===== src/rtl/seg7_pkg.sv =====
// Shared seven-segment definitions: segment bit ordering, hex glyph table
// and output polarity helper, reusable by any display block.
package seg7_pkg;

    // Segment ordering on the bus: bit6 = g ... bit0 = a.
    typedef struct packed {
        logic g;
        logic f;
        logic e;
        logic d;
        logic c;
        logic b;
        logic a;
    } seg7_t;

    localparam logic [6:0] SEG_BLANK_AL = 7'b1111111;

    function automatic logic [6:0] hex_glyph_al(input logic [3:0] nibble);
        logic [6:0] glyph;
        case (nibble)
            4'h0:    glyph = 7'b1000000;
            4'h1:    glyph = 7'b1111001;
            4'h2:    glyph = 7'b0100100;
            4'h3:    glyph = 7'b0110000;
            4'h4:    glyph = 7'b0011001;
            4'h5:    glyph = 7'b0010010;
            4'h6:    glyph = 7'b0000010;
            4'h7:    glyph = 7'b1111000;
            4'h8:    glyph = 7'b0000000;
            4'h9:    glyph = 7'b0010000;
            4'hA:    glyph = 7'b0001000;
            4'hB:    glyph = 7'b0000011;
            4'hC:    glyph = 7'b1000110;
            4'hD:    glyph = 7'b0100001;
            4'hE:    glyph = 7'b0000110;
            4'hF:    glyph = 7'b0001110;
            default: glyph = SEG_BLANK_AL;
        endcase
        return glyph;
    endfunction

    // Glyphs are stored active-low; active-high boards get the inverse.
    function automatic logic [6:0] seg_polarity(input logic [6:0] glyph_al,
                                                input logic       active_low);
        logic [6:0] result;
        if (active_low) begin
            result = glyph_al;
        end else begin
            result = ~glyph_al;
        end
        return result;
    endfunction

endpackage


===== src/rtl/seg7_hex_decode.sv =====
// Combinational nibble-to-glyph decoder with selectable output polarity.
module seg7_hex_decode
    import seg7_pkg::*;
#(
    parameter int ACTIVE_LOW = 1
) (
    input  logic [3:0] nibble,
    output seg7_t      glyph
);

    assign glyph = seg7_t'(seg_polarity(hex_glyph_al(nibble), ACTIVE_LOW != 0));

endmodule


===== src/rtl/seg7_scan_controller.sv =====
// Time-multiplexed seven-segment scanner: shadow-registered digit data,
// per-slot blanking window against ghosting, fully registered outputs.
module seg7_scan_controller
    import seg7_pkg::*;
#(
    parameter int NUM_DIGITS   = 4,
    parameter int REFRESH_DIV  = 50000,
    parameter int BLANK_CYCLES = 16,
    parameter int ACTIVE_LOW   = 1
) (
    input  logic                                                clk,
    input  logic                                                rst,
    input  logic [4*NUM_DIGITS-1:0]                             digits_in,
    input  logic [NUM_DIGITS-1:0]                               digit_en,
    input  logic [NUM_DIGITS-1:0]                               dp_in,
    input  logic                                                load,
    output logic [NUM_DIGITS-1:0]                               anode,
    output logic [6:0]                                          seg_out,
    output logic                                                dp_out,
    output logic [(NUM_DIGITS > 1 ? $clog2(NUM_DIGITS) : 1)-1:0] slot_idx
);

    localparam int SLOT_W = (NUM_DIGITS > 1) ? $clog2(NUM_DIGITS) : 1;
    localparam int CNT_W  = $clog2(REFRESH_DIV);

    localparam logic [CNT_W-1:0]      CNT_LAST   = CNT_W'(REFRESH_DIV - 1);
    localparam logic [CNT_W-1:0]      SHOW_START = CNT_W'(BLANK_CYCLES);
    localparam logic [SLOT_W-1:0]     SLOT_LAST  = SLOT_W'(NUM_DIGITS - 1);
    localparam logic                  POL_LOW    = (ACTIVE_LOW != 0);
    localparam logic [NUM_DIGITS-1:0] ANODE_OFF  = {NUM_DIGITS{POL_LOW}};
    localparam logic [6:0]            SEG_OFF    = seg_polarity(SEG_BLANK_AL, POL_LOW);

    logic [CNT_W-1:0]        cnt_r;
    logic [SLOT_W-1:0]       slot_r;
    logic [4*NUM_DIGITS-1:0] shadow_digits_r;
    logic [NUM_DIGITS-1:0]   shadow_en_r;
    logic [NUM_DIGITS-1:0]   shadow_dp_r;
    logic [NUM_DIGITS-1:0]   anode_r;
    logic [6:0]              seg_r;
    logic                    dp_r;
    logic [SLOT_W-1:0]       slot_idx_r;

    logic [3:0]              nibble_s;
    seg7_t                   glyph_s;
    logic                    lit_s;
    logic [NUM_DIGITS-1:0]   onehot_s;
    logic [NUM_DIGITS-1:0]   anode_d_s;
    logic [6:0]              seg_d_s;
    logic                    dp_d_s;

    seg7_hex_decode #(
        .ACTIVE_LOW(ACTIVE_LOW)
    ) u_decode (
        .nibble(nibble_s),
        .glyph (glyph_s)
    );

    // Next-cycle output values derived from the current slot, phase and shadow data.
    always_comb begin
        nibble_s = shadow_digits_r[{slot_r, 2'b00} +: 4];
        lit_s    = (cnt_r >= SHOW_START) && shadow_en_r[slot_r];
        onehot_s = {NUM_DIGITS{1'b0}};
        for (int i = 0; i < NUM_DIGITS; i++) begin
            onehot_s[i] = lit_s && (slot_r == SLOT_W'(i));
        end
        anode_d_s = onehot_s ^ ANODE_OFF;
        dp_d_s    = (lit_s && shadow_dp_r[slot_r]) ^ POL_LOW;
        if (lit_s) begin
            seg_d_s = glyph_s;
        end else begin
            seg_d_s = SEG_OFF;
        end
    end

    // Slot timing, shadow capture and output registers; reset overrides load.
    always_ff @(posedge clk) begin
        if (rst) begin
            cnt_r           <= {CNT_W{1'b0}};
            slot_r          <= {SLOT_W{1'b0}};
            shadow_digits_r <= {(4*NUM_DIGITS){1'b0}};
            shadow_en_r     <= {NUM_DIGITS{1'b0}};
            shadow_dp_r     <= {NUM_DIGITS{1'b0}};
            anode_r         <= ANODE_OFF;
            seg_r           <= SEG_OFF;
            dp_r            <= POL_LOW;
            slot_idx_r      <= {SLOT_W{1'b0}};
        end else begin
            if (cnt_r == CNT_LAST) begin
                cnt_r  <= {CNT_W{1'b0}};
                slot_r <= (slot_r == SLOT_LAST) ? {SLOT_W{1'b0}} : slot_r + SLOT_W'(1);
            end else begin
                cnt_r  <= cnt_r + CNT_W'(1);
                slot_r <= slot_r;
            end
            if (load) begin
                shadow_digits_r <= digits_in;
                shadow_en_r     <= digit_en;
                shadow_dp_r     <= dp_in;
            end else begin
                shadow_digits_r <= shadow_digits_r;
                shadow_en_r     <= shadow_en_r;
                shadow_dp_r     <= shadow_dp_r;
            end
            anode_r    <= anode_d_s;
            seg_r      <= seg_d_s;
            dp_r       <= dp_d_s;
            slot_idx_r <= slot_r;
        end
    end

    assign anode    = anode_r;
    assign seg_out  = seg_r;
    assign dp_out   = dp_r;
    assign slot_idx = slot_idx_r;

endmodule


===== config.mk =====
export PLATFORM = sky130hd
export DESIGN_NAME = seg7_scan_controller
export DESIGN_NICKNAME = d
export VERILOG_FILES = /design/src/rtl/seg7_pkg.sv /design/src/rtl/seg7_hex_decode.sv /design/src/rtl/seg7_scan_controller.sv
export SDC_FILE = /design/constraint.sdc
export NUM_CORES = 1
export LEC_CHECK = 0
export CAP_MARGIN = 20
export CORE_MARGIN = 2
export CORE_UTILIZATION = 48
export DETAILED_ROUTE_END_ITERATION = 12
export HOLD_SLACK_MARGIN = 0.05
export MAX_ROUTING_LAYER = met4
export PLACE_DENSITY = 0.76
export SYNTH_ARGS = -nofsm -noshare
export SYNTH_HDL_FRONTEND = slang
export SYNTH_SLANG_ARGS = --single-unit
export TNS_END_PERCENT = 20

===== constraint.sdc =====
create_clock -name clk -period 2 [get_ports clk]
set_input_delay 0.4 -clock clk [delete_from_list [all_inputs] [get_ports clk]]
set_output_delay 0.4 -clock clk [all_outputs]
set_load 0.02 [all_outputs]

==> flow_metrics.tcl, run 1 <==
set metrics [dict create \
    seq_power_share 0.574 \
    io_buffers 40 \
    maxSlewHeadroom 0.750 \
    synthMuxAreaShare 0.168 \
    synth_cell_types 35 \
    drive_gt1_frac 0.109 \
    status "finished clean" \
    drt_iter0_drc 74 \
    first_pass_iters 4 \
    ctsHoldBuffers 0 \
    cts.path.max_buffers 2 \
    setup_viol 0 \
    gr-total-overflow 0 \
    place_hpwl_um 3690 \
    arrival_ns 2.11 \
    leakage_uw 0.00123 \
    p_sw_frac 0.239 \
    syn-num-nets 298 \
    cp-end-kind "flop" \
    p_per_area_nw_per_um2 646 \
    grt_pass1_vias 1857 \
    power.internal_uw 1560 \
    syn_to_final_growth_pct 24.9 \
    routed_wl_um 4900 \
    final_common_cell "dfxtp_1" \
    clk_latency_ns 0.31 \
    die_h_um 76.7 \
    track_usage 0.183 \
    numCtsBuffers 5 \
    report.power.total_uw 2050 \
    power_frac_clock 0.327 \
    max_freq_mhz 521 \
    min_period_ns 1.92 \
    initial_utilization 0.497 \
    cp.required_ns 2.19 \
    synthAdderAreaFrac 0.0592 \
    post_drt_via_cell_ratio 5.19 \
    finClkSkew_ns 0.00888 \
    drc_errors 0 \
    path_clk_slew_ns 0.10 \
    finalCritPeriodShare 0.960 \
    cp_slowest_cell "or4_4" \
    synth_xor_area_frac 0.0449 \
    grt_first_pass_wirelength_um 8570 \
    grt_util_met1 0.254 \
    dieArea_um2 5880 \
    cts_root_buf "clkbuf_8" \
    hold_start "cnt_r[0]" \
    p_sw_uw 490 \
    synth_cells 259 \
    report.final.slew_viol_count 0 \
    pwr-share-comb 0.099 \
    criticalPathCategory "reg2reg" \
    path_cells "or4_4, or4_4, o21bai_4, buf_12, a21oi_1" \
    nets 342 \
    antenna_cells 0 \
    slowest_delay_ns 0.58 \
    grtUsageMet3 0.0353 \
    vias 1940 \
    layout_common_cells "dfxtp_1, nor2_1, clkdlybuf4s50_1, mux2i_1, nand2_1" \
    gp_congestion 0.810 \
    antenna_found_initial 0 \
    r2r_start "cnt_r[7]" \
    hp-class "reg2reg" \
    irDropWorstVdd_uv 479 \
    cp-startpoint "cnt_r[7]" \
    crit_top_cell "or4_4" \
    avgSynthCellArea_um2 9.79 \
    hold_viol_final 0 \
    synth-seq-cells 56 \
    use_met2 0.273 \
    cts_tree "yes" \
    rows 26 \
    cap_violations 0 \
    worst_setup_path_start_kind "flop" \
    crit_fanout 15 \
    synth_top_family_by_area "simple AND/OR/NAND/NOR gates" \
    worstMarginPinSlew_ns 0.371 \
    yosys_warnings 0 \
    clock_sinks 56 \
    holdWs_ns 0.494 \
    synth-compound-area-share 0.0597 \
    fillers 442 \
    top_usage_layer "met2" \
    pin_count 41 \
    fp.dieW_um 76.7 \
    synth.cell_area_um2 2540 \
    post_cts_buffers 0 \
    rsz0062_at_grt "no" \
    setup_tns_ns 0 \
    wire_per_inst_um 13.1 \
    synth-simple-area-share 0.186 \
    cts-htree-levels 2 \
    ant_nets 0 \
    grt_max_degree 27 \
    coreArea_um2 5110 \
    ys_seq_area_frac 0.442 \
]
## power groups by stage
stage          clock, uW  combinational, uW  sequential [uW]
2_1_floorplan          0                125             1190
6_report             669                204             1170
3_5_place_dp           0                203             1200
3_3_place_gp           0                199             1200
5_1_grt              736                226             1180
4_1_cts              692                204             1170
## metal layers
| metal | vias up | routed length, um |
|---|---|---|
| met4 | 0 | 79 |
| met3 | 8 | 202 |
| li1 | 988 | - |
| met2 | 48 | 2190 |
| met1 | 896 | 2420 |
| met5 | - | 0 |
## cells in the mapped netlist, drive strengths merged
cell,number,area [um^2]
mux2i,28,280
dfxtp,56,1120
buf,7,43.8
nor2,40,150
o221ai,1,8.76
or3,3,18.8
mux4,6,135
nor3,4,20.0
xor2,9,78.8
o21a,2,15.0
or2,1,6.26
and3,4,25.0
or4,4,37.5
o211ai,3,22.5
o31ai,2,15.0
nor3b,1,7.51
xnor2,4,35.0
ha,12,150
o21ai,7,35.0
inv,8,30.0
nand3,11,55.1
and4,1,8.76
nand4,8,50.1
mux2,1,11.3
o22ai,1,6.26
nor4,2,12.5
a21oi,6,30.0
nand2b,3,18.8
o21bai,1,18.8
and2,1,6.26
nand2,15,56.3
clkbuf,7,26.3
## logic make-up after synthesis
kind of cell,after synthesis
simple gates,98
compound gates,23
fa+ha+maj,12
xor+xnor,13
mux,35
buf+inv,22
flops,56
## through the flow
stage,area [um^2],setup WS [ns],instances,utilization
floorplan,2540,0.0396,259,-
global placement,3060,0.114,366,0.599
detailed placement,3060,0.0111,366,0.599
CTS,3170,0.0265,374,0.620
global route,3170,0.00711,374,0.620
finish,3170,0.0801,374,0.620
## worst max-delay path, delay by kind of cell, from the launching register on
| kind | cells | cell delay (ns) |
|---|---|---|
| and+or+nand+nor | 2 | 1.10 |
| AOI/OAI and AO/OA | 2 | 0.19 |
| DFF | 1 | 0.35 |
| buffers and inverters | 1 | 0.15 |
## sequential cells by signal, indices dropped and copies added (netlist names)
register,cells
anode,4
cnt_r,16
dp_out,1
seg_out,7
shadow_digits_r,16
shadow_dp_r,4
shadow_en_r,4
slot_idx,2
slot_r,2
## final timing paths
| kind | slack [ns] | endpoint | cells past startpoint |
|---|---|---|---|
| setup / recovery | 0.08 | cnt_r[15] | 5 |
| hold / removal | 0.49 | cnt_r[0] | 1 |
| setup reg to reg | 0.08 | cnt_r[15] | 5 |
| hold reg to reg | 0.49 | cnt_r[0] | 1 |
## cell type report
cell class                 count  area (um^2)  share of cell area
timing repair buffer          51          508               0.160
sequential                    56         1120               0.355
inverter                       8         30.0             0.00948
multi-input combinational    181         1320               0.416
tap                           70         87.6              0.0276
clock buffer                   6         82.6              0.0261
clock inverter                 2         18.8             0.00592
## repair_timing
| item | in CTS | in global routing |
|---|---|---|
| gates resized for setup | 1 | 2 |
| gates cloned | 0 | 0 |
| endpoints found under the setup margin | 1 | 4 |
No activity file was read; power rests on OpenSTA's default activity.
==> inputs of run 2 (changes only) <==
--- a/config.mk
+++ b/config.mk
@@ -7,11 +7,11 @@
 export LEC_CHECK = 0
 export CAP_MARGIN = 20
 export CORE_MARGIN = 2
-export CORE_UTILIZATION = 48
+export CORE_UTILIZATION = 49
 export DETAILED_ROUTE_END_ITERATION = 12
 export HOLD_SLACK_MARGIN = 0.05
 export MAX_ROUTING_LAYER = met4
-export PLACE_DENSITY = 0.76
+export PLACE_DENSITY = 0.74
 export SYNTH_ARGS = -nofsm -noshare
 export SYNTH_HDL_FRONTEND = slang
 export SYNTH_SLANG_ARGS = --single-unit
==> constraint.sdc (replaced) <==
create_clock -name clk -period 1.9 [get_ports clk]
set_input_delay 0.38 -clock clk [delete_from_list [all_inputs] [get_ports clk]]
set_output_delay 0.38 -clock clk [all_outputs]
set_load 0.02 [all_outputs]
==> run 2 against run 1 <==
  * First-iteration DRC count grew 38%
  * Largest cell class unchanged
  * Via count grew 4.9%
  * Non-clock buffer count grew 11
  * Sequential share of layout area decreased by 1.5 points
  * Utilization is 3.6 points higher
  * Design area is 4.4% higher
==> flow_metrics.tcl, run 2 (same netlist as run 1, synthesis figures left out) <==
set metrics [dict create \
    cts-htree-levels 2 \
    final_common_cell "dfxtp_1" \
    finalCritPeriodShare 0.984 \
    setup_viol 0 \
    ctsHoldBuffers 0 \
    place_hpwl_um 3700 \
    grt_pass1_vias 1899 \
    cts.path.max_buffers 2 \
    initial_utilization 0.503 \
    arrival_ns 2.09 \
    worst_setup_path_start_kind "flop" \
    first_pass_iters 4 \
    antenna_cells 0 \
    grt_max_degree 25 \
    worstReg2RegEnd "cnt_r[4]" \
    criticalPathCategory "reg2reg" \
    routed_wl_um 5310 \
    nets 354 \
    syn_to_final_growth_pct 30.4 \
    crit_fanout 7 \
    gr-total-overflow 0 \
    grt_first_pass_wirelength_um 8780 \
    ant_nets 0 \
    fin_cells 386 \
    rsz0062_at_grt "yes" \
    drc_errors 0 \
    p_per_area_nw_per_um2 681 \
    irDropWorstVdd_uv 451 \
    worstMarginPinSlew_ns 0.440 \
    antenna_found_initial 0 \
    report.power.total_uw 2250 \
    dp_slack_ns 0.0237 \
    cp-end-kind "flop" \
    layout_common_cells "dfxtp_1, nor2_1, clkdlybuf4s50_1, mux2i_1, buf_4" \
    post_drt_via_cell_ratio 5.27 \
    fp.dieW_um 75.9 \
    clk_latency_ns 0.31 \
    hp-class "reg2reg" \
    fillers 444 \
    drive_gt1_frac 0.139 \
    dieArea_um2 5770 \
    holdWs_ns 0.499 \
    cp-startpoint "cnt_r[11]" \
    path_clk_slew_ns 0.10 \
    finClkSkew_ns 0.0146 \
    final_cell_area_um2 3310 \
    numCtsBuffers 5 \
    dp.cells 374 \
    whs_path_depth 2 \
    hold_start "shadow_en_r[2]" \
    r2r_slack_ns 0.03 \
    io_buffers 40 \
    report.final.slew_viol_count 0 \
    cts_tree "yes" \
    status "finished clean" \
    setup_ws_ns 0.0307 \
    gp_congestion 0.843 \
    die_h_um 75.9 \
    hold_viol_final 0 \
    r2r_start "cnt_r[11]" \
    clock_sinks 56 \
    pin_count 41 \
    wire_per_inst_um 13.7 \
    cp.required_ns 2.12 \
    reg2regPathDepth 5 \
    min_to "shadow_en_r[2]" \
    placed_cell_area_um2 3120 \
    leakage_uw 0.00131 \
    cts_root_buf "clkbuf_8" \
    rows 26 \
    maxSlewHeadroom 0.704 \
    vias 2036 \
    cap_violations 0 \
    drt_iter0_drc 102 \
    track_usage 0.194 \
    max_freq_mhz 535 \
    coreArea_um2 5040 \
    min_period_ns 1.87 \
]
run 2: cell count changes in the layout (fill, tap and decap cells not counted), sizes merged:
cell | previous run | this run
clkinv | 0 | 1
mux4 | 6 | 7
inv | 9 | 8
bufinv | 0 | 1
buf | 11 | 21
run 2: critical path: stages, from the launching register on:
cell and delay [ns]:
dfxtp_1 0.32, or4_4 0.54, or4_4 0.46, o21bai_4 0.23, clkbuf_16 0.18, nor2_1 0.04
run 2: cell type report:
type                            instances  area [um^2]  area share
Multi-Input combinational cell        182         1350       0.408
Sequential cell                        56         1120       0.339
Timing Repair Buffer                   62          608       0.184
Tap cell                               70         87.6      0.0265
Clock buffer                            5         68.8      0.0208
Clock inverter                          3         42.5      0.0129
Inverter                                8         30.0     0.00908
run 2: metrics by stage:
| stage | utilization | setup TNS, ns |
|---|---|---|
| 6_report | 0.656 | 0 |
| 3_3_place_gp | 0.620 | 0 |
| 3_5_place_dp | 0.620 | 0 |
| 4_1_cts | 0.642 | 0 |
| 2_1_floorplan | - | -0.321 |
| 5_1_grt | 0.656 | -0.0988 |
run 2: power breakdown:
group	total, uW	internal (uW)	switching (uW)
combinational	238	141	97.3
clock	780	391	390
sequential	1230	1210	25.1
total	2250	1740	512
run 2: worst max path at each step:
stage | end | slack (ns) | cells after the start
floorplan | cnt_r[10] | -0.03 | 6
global placement | cnt_r[15] | 0.05 | 5
detailed placement | cnt_r[15] | 0.02 | 5
CTS | cnt_r[15] | 0.001 | 5
global route | cnt_r[7] | -0.02 | 5
finish | cnt_r[4] | 0.03 | 5
run 2: repair_timing:
item	CTS	global route
hold endpoints to repair	0	0
setup buffers	0	2
gates resized for setup	0	2
setup endpoints to repair	0	21
run 2: per-layer routing:
metal,up-vias,GRT usage,share of wire
li1,1012,-,-
met1,960,0.239,0.46
met2,58,0.317,0.48
met3,6,0.0512,0.049
met4,0,0.0564,0.011
met5,-,-,0
==> inputs of run 3 (changes only) <==
--- a/config.mk
+++ b/config.mk
@@ -12,6 +12,7 @@
 export HOLD_SLACK_MARGIN = 0.05
 export MAX_ROUTING_LAYER = met4
 export PLACE_DENSITY = 0.74
+export RECOVER_POWER = 50
 export SYNTH_ARGS = -nofsm -noshare
 export SYNTH_HDL_FRONTEND = slang
 export SYNTH_SLANG_ARGS = --single-unit
==> run 3 against run 2 <==
  * Critical path type unchanged
  * Setup slack better by 0.0018 ns
  * Sequential power about the same
  * Critical endpoint unchanged
  * Sequential share of layout area up 0.23 points
  * Combinational power down 3%
  * Via count down 0.69%
  * Largest cell class unchanged
  * Global-route usage unchanged
  * Die area unchanged
  * Routed wire length down 0.36%
  * Fmax about the same
  * Design area down 0.68%
==> flow_metrics.tcl, run 3 (same netlist as run 1, synthesis figures left out) <==
set metrics [dict create \
    grt_first_pass_wirelength_um 8780 \
    drt_iter0_drc 106 \
    holdWs_ns 0.499 \
    cts_tree "yes" \
    hold_start "shadow_en_r[2]" \
    dieArea_um2 5770 \
    initial_utilization 0.503 \
    layout_common_cells "dfxtp_1, nor2_1, clkdlybuf4s50_1, mux2i_1, buf_4" \
    top_usage_layer "met2" \
    antenna_cells 0 \
    vias 2022 \
    worstReg2RegEnd "cnt_r[4]" \
    grtUsageMet3 0.0512 \
    track_usage 0.194 \
    fillers 448 \
    coreArea_um2 5040 \
    finClkSkew_ns 0.0154 \
    crit_top_cell "or4_4" \
    whs_path_depth 2 \
    setup_tns_ns 0 \
    hold_viol_final 0 \
    setup_viol 0 \
    clock_sinks 56 \
    multi_input_area_um2 1350 \
    routed_wl_um 5290 \
    syn_to_final_growth_pct 29.6 \
    cts-htree-levels 2 \
    gp_congestion 0.843 \
    maxSlewHeadroom 0.401 \
    rows 26 \
    antenna_found_initial 0 \
    final_common_cell "dfxtp_1" \
    finalCritPeriodShare 0.983 \
    report.final.slew_viol_count 0 \
    hp-class "reg2reg" \
    min_period_ns 1.87 \
    p_per_area_nw_per_um2 684 \
    ant_nets 0 \
    min_to "shadow_en_r[2]" \
    drc_errors 0 \
    status "finished clean" \
    numCtsBuffers 5 \
    wire_per_inst_um 13.7 \
    grt_pass1_vias 1899 \
    max_freq_mhz 535 \
    crit_fanout 7 \
    nets 354 \
    dp_slack_ns 0.0237 \
    die_h_um 75.9 \
    r2r_start "cnt_r[11]" \
    cp_slowest_cell "or4_4" \
    cap_violations 0 \
    io_buffers 40 \
    r2r_slack_ns 0.03 \
    gr-total-overflow 0 \
    fp.dieW_um 75.9 \
    reg2regPathDepth 5 \
    drive_gt1_frac 0.133 \
    path_cells "or4_4, or4_4, o21bai_4, clkbuf_16, nor2_1" \
    post_drt_via_cell_ratio 5.24 \
    place_hpwl_um 3700 \
    worst_setup_path_start_kind "flop" \
    cts_root_buf "clkbuf_8" \
    cts.path.max_buffers 2 \
    ctsHoldBuffers 0 \
    grt_max_degree 25 \
    slowest_delay_ns 0.54 \
    criticalPathCategory "reg2reg" \
    leakage_uw 0.00130 \
    cp-end-kind "flop" \
    cp.required_ns 2.12 \
    pin_count 41 \
    rsz0062_at_grt "yes" \
    path_clk_slew_ns 0.10 \
    regArea_um2 1120 \
    use_met2 0.317 \
    irDropWorstVdd_uv 450 \
    grt_util_met1 0.239 \
    first_pass_iters 4 \
    setup_ws_ns 0.0325 \
    worstMarginPinSlew_ns 0.898 \
    arrival_ns 2.08 \
    clk_latency_ns 0.32 \
]
[run 3: how the worst max path moves through the flow]
stage	depth (start not counted)	start	slack (ns)	end
after detailed placement	5	cnt_r[11]	0.02	cnt_r[15]
after floorplan	6	cnt_r[4]	-0.03	cnt_r[10]
final	5	cnt_r[11]	0.03	cnt_r[4]
after CTS	5	cnt_r[11]	0.001	cnt_r[15]
after global routing	5	cnt_r[11]	-0.02	cnt_r[7]
after global placement	5	cnt_r[11]	0.05	cnt_r[15]
[run 3: per-layer routing]
metal | part of all wire | wire (um) | up-vias
li1 | - | - | 1010
met1 | 0.46 | 2410 | 956
met2 | 0.49 | 2570 | 50
met3 | 0.046 | 245 | 6
met4 | 0.011 | 60 | 0
met5 | 0 | 0 | -
[run 3: repair_timing]
action,4_1_cts,5_1_grt
setup buffers,0,2
gates resized for setup,0,2
endpoints found under the setup margin,0,21
[run 3: layout make-up]
type	count	share of cell area
well taps	70	0.0267
inverters	8	0.00914
clock buffers	5	0.0209
repair buffers	62	0.178
clock inverters	3	0.0129
multi-input cells	182	0.411
flip-flops and latches	56	0.342
[run 3: stage by stage]
step	util	std cells	power (uW)	area, um^2
2_1_floorplan	-	259	1380	2540
3_3_place_gp	0.620	374	1480	3120
3_5_place_dp	0.620	374	1490	3120
4_1_cts	0.642	382	2250	3240
5_1_grt	0.652	386	2340	3290
6_report	0.652	386	2250	3290
[run 3: report_power, final]
part | leakage (uW) | internal (uW) | switching, uW | total (uW)
Clock | 0.0000541 | 391 | 391 | 782
Combinational | 0.000786 | 136 | 96.4 | 232
Sequential | 0.000458 | 1210 | 25.1 | 1230
Total | 0.00130 | 1740 | 513 | 2250
[run 3: critical path, delay by kind of cell (launching register included)]
family / cells / cell delay (ns)
buffers and inverters: 1 / 0.18
AOI/OAI and AO/OA: 1 / 0.23
and+or+nand+nor: 3 / 1.04
DFF: 1 / 0.32
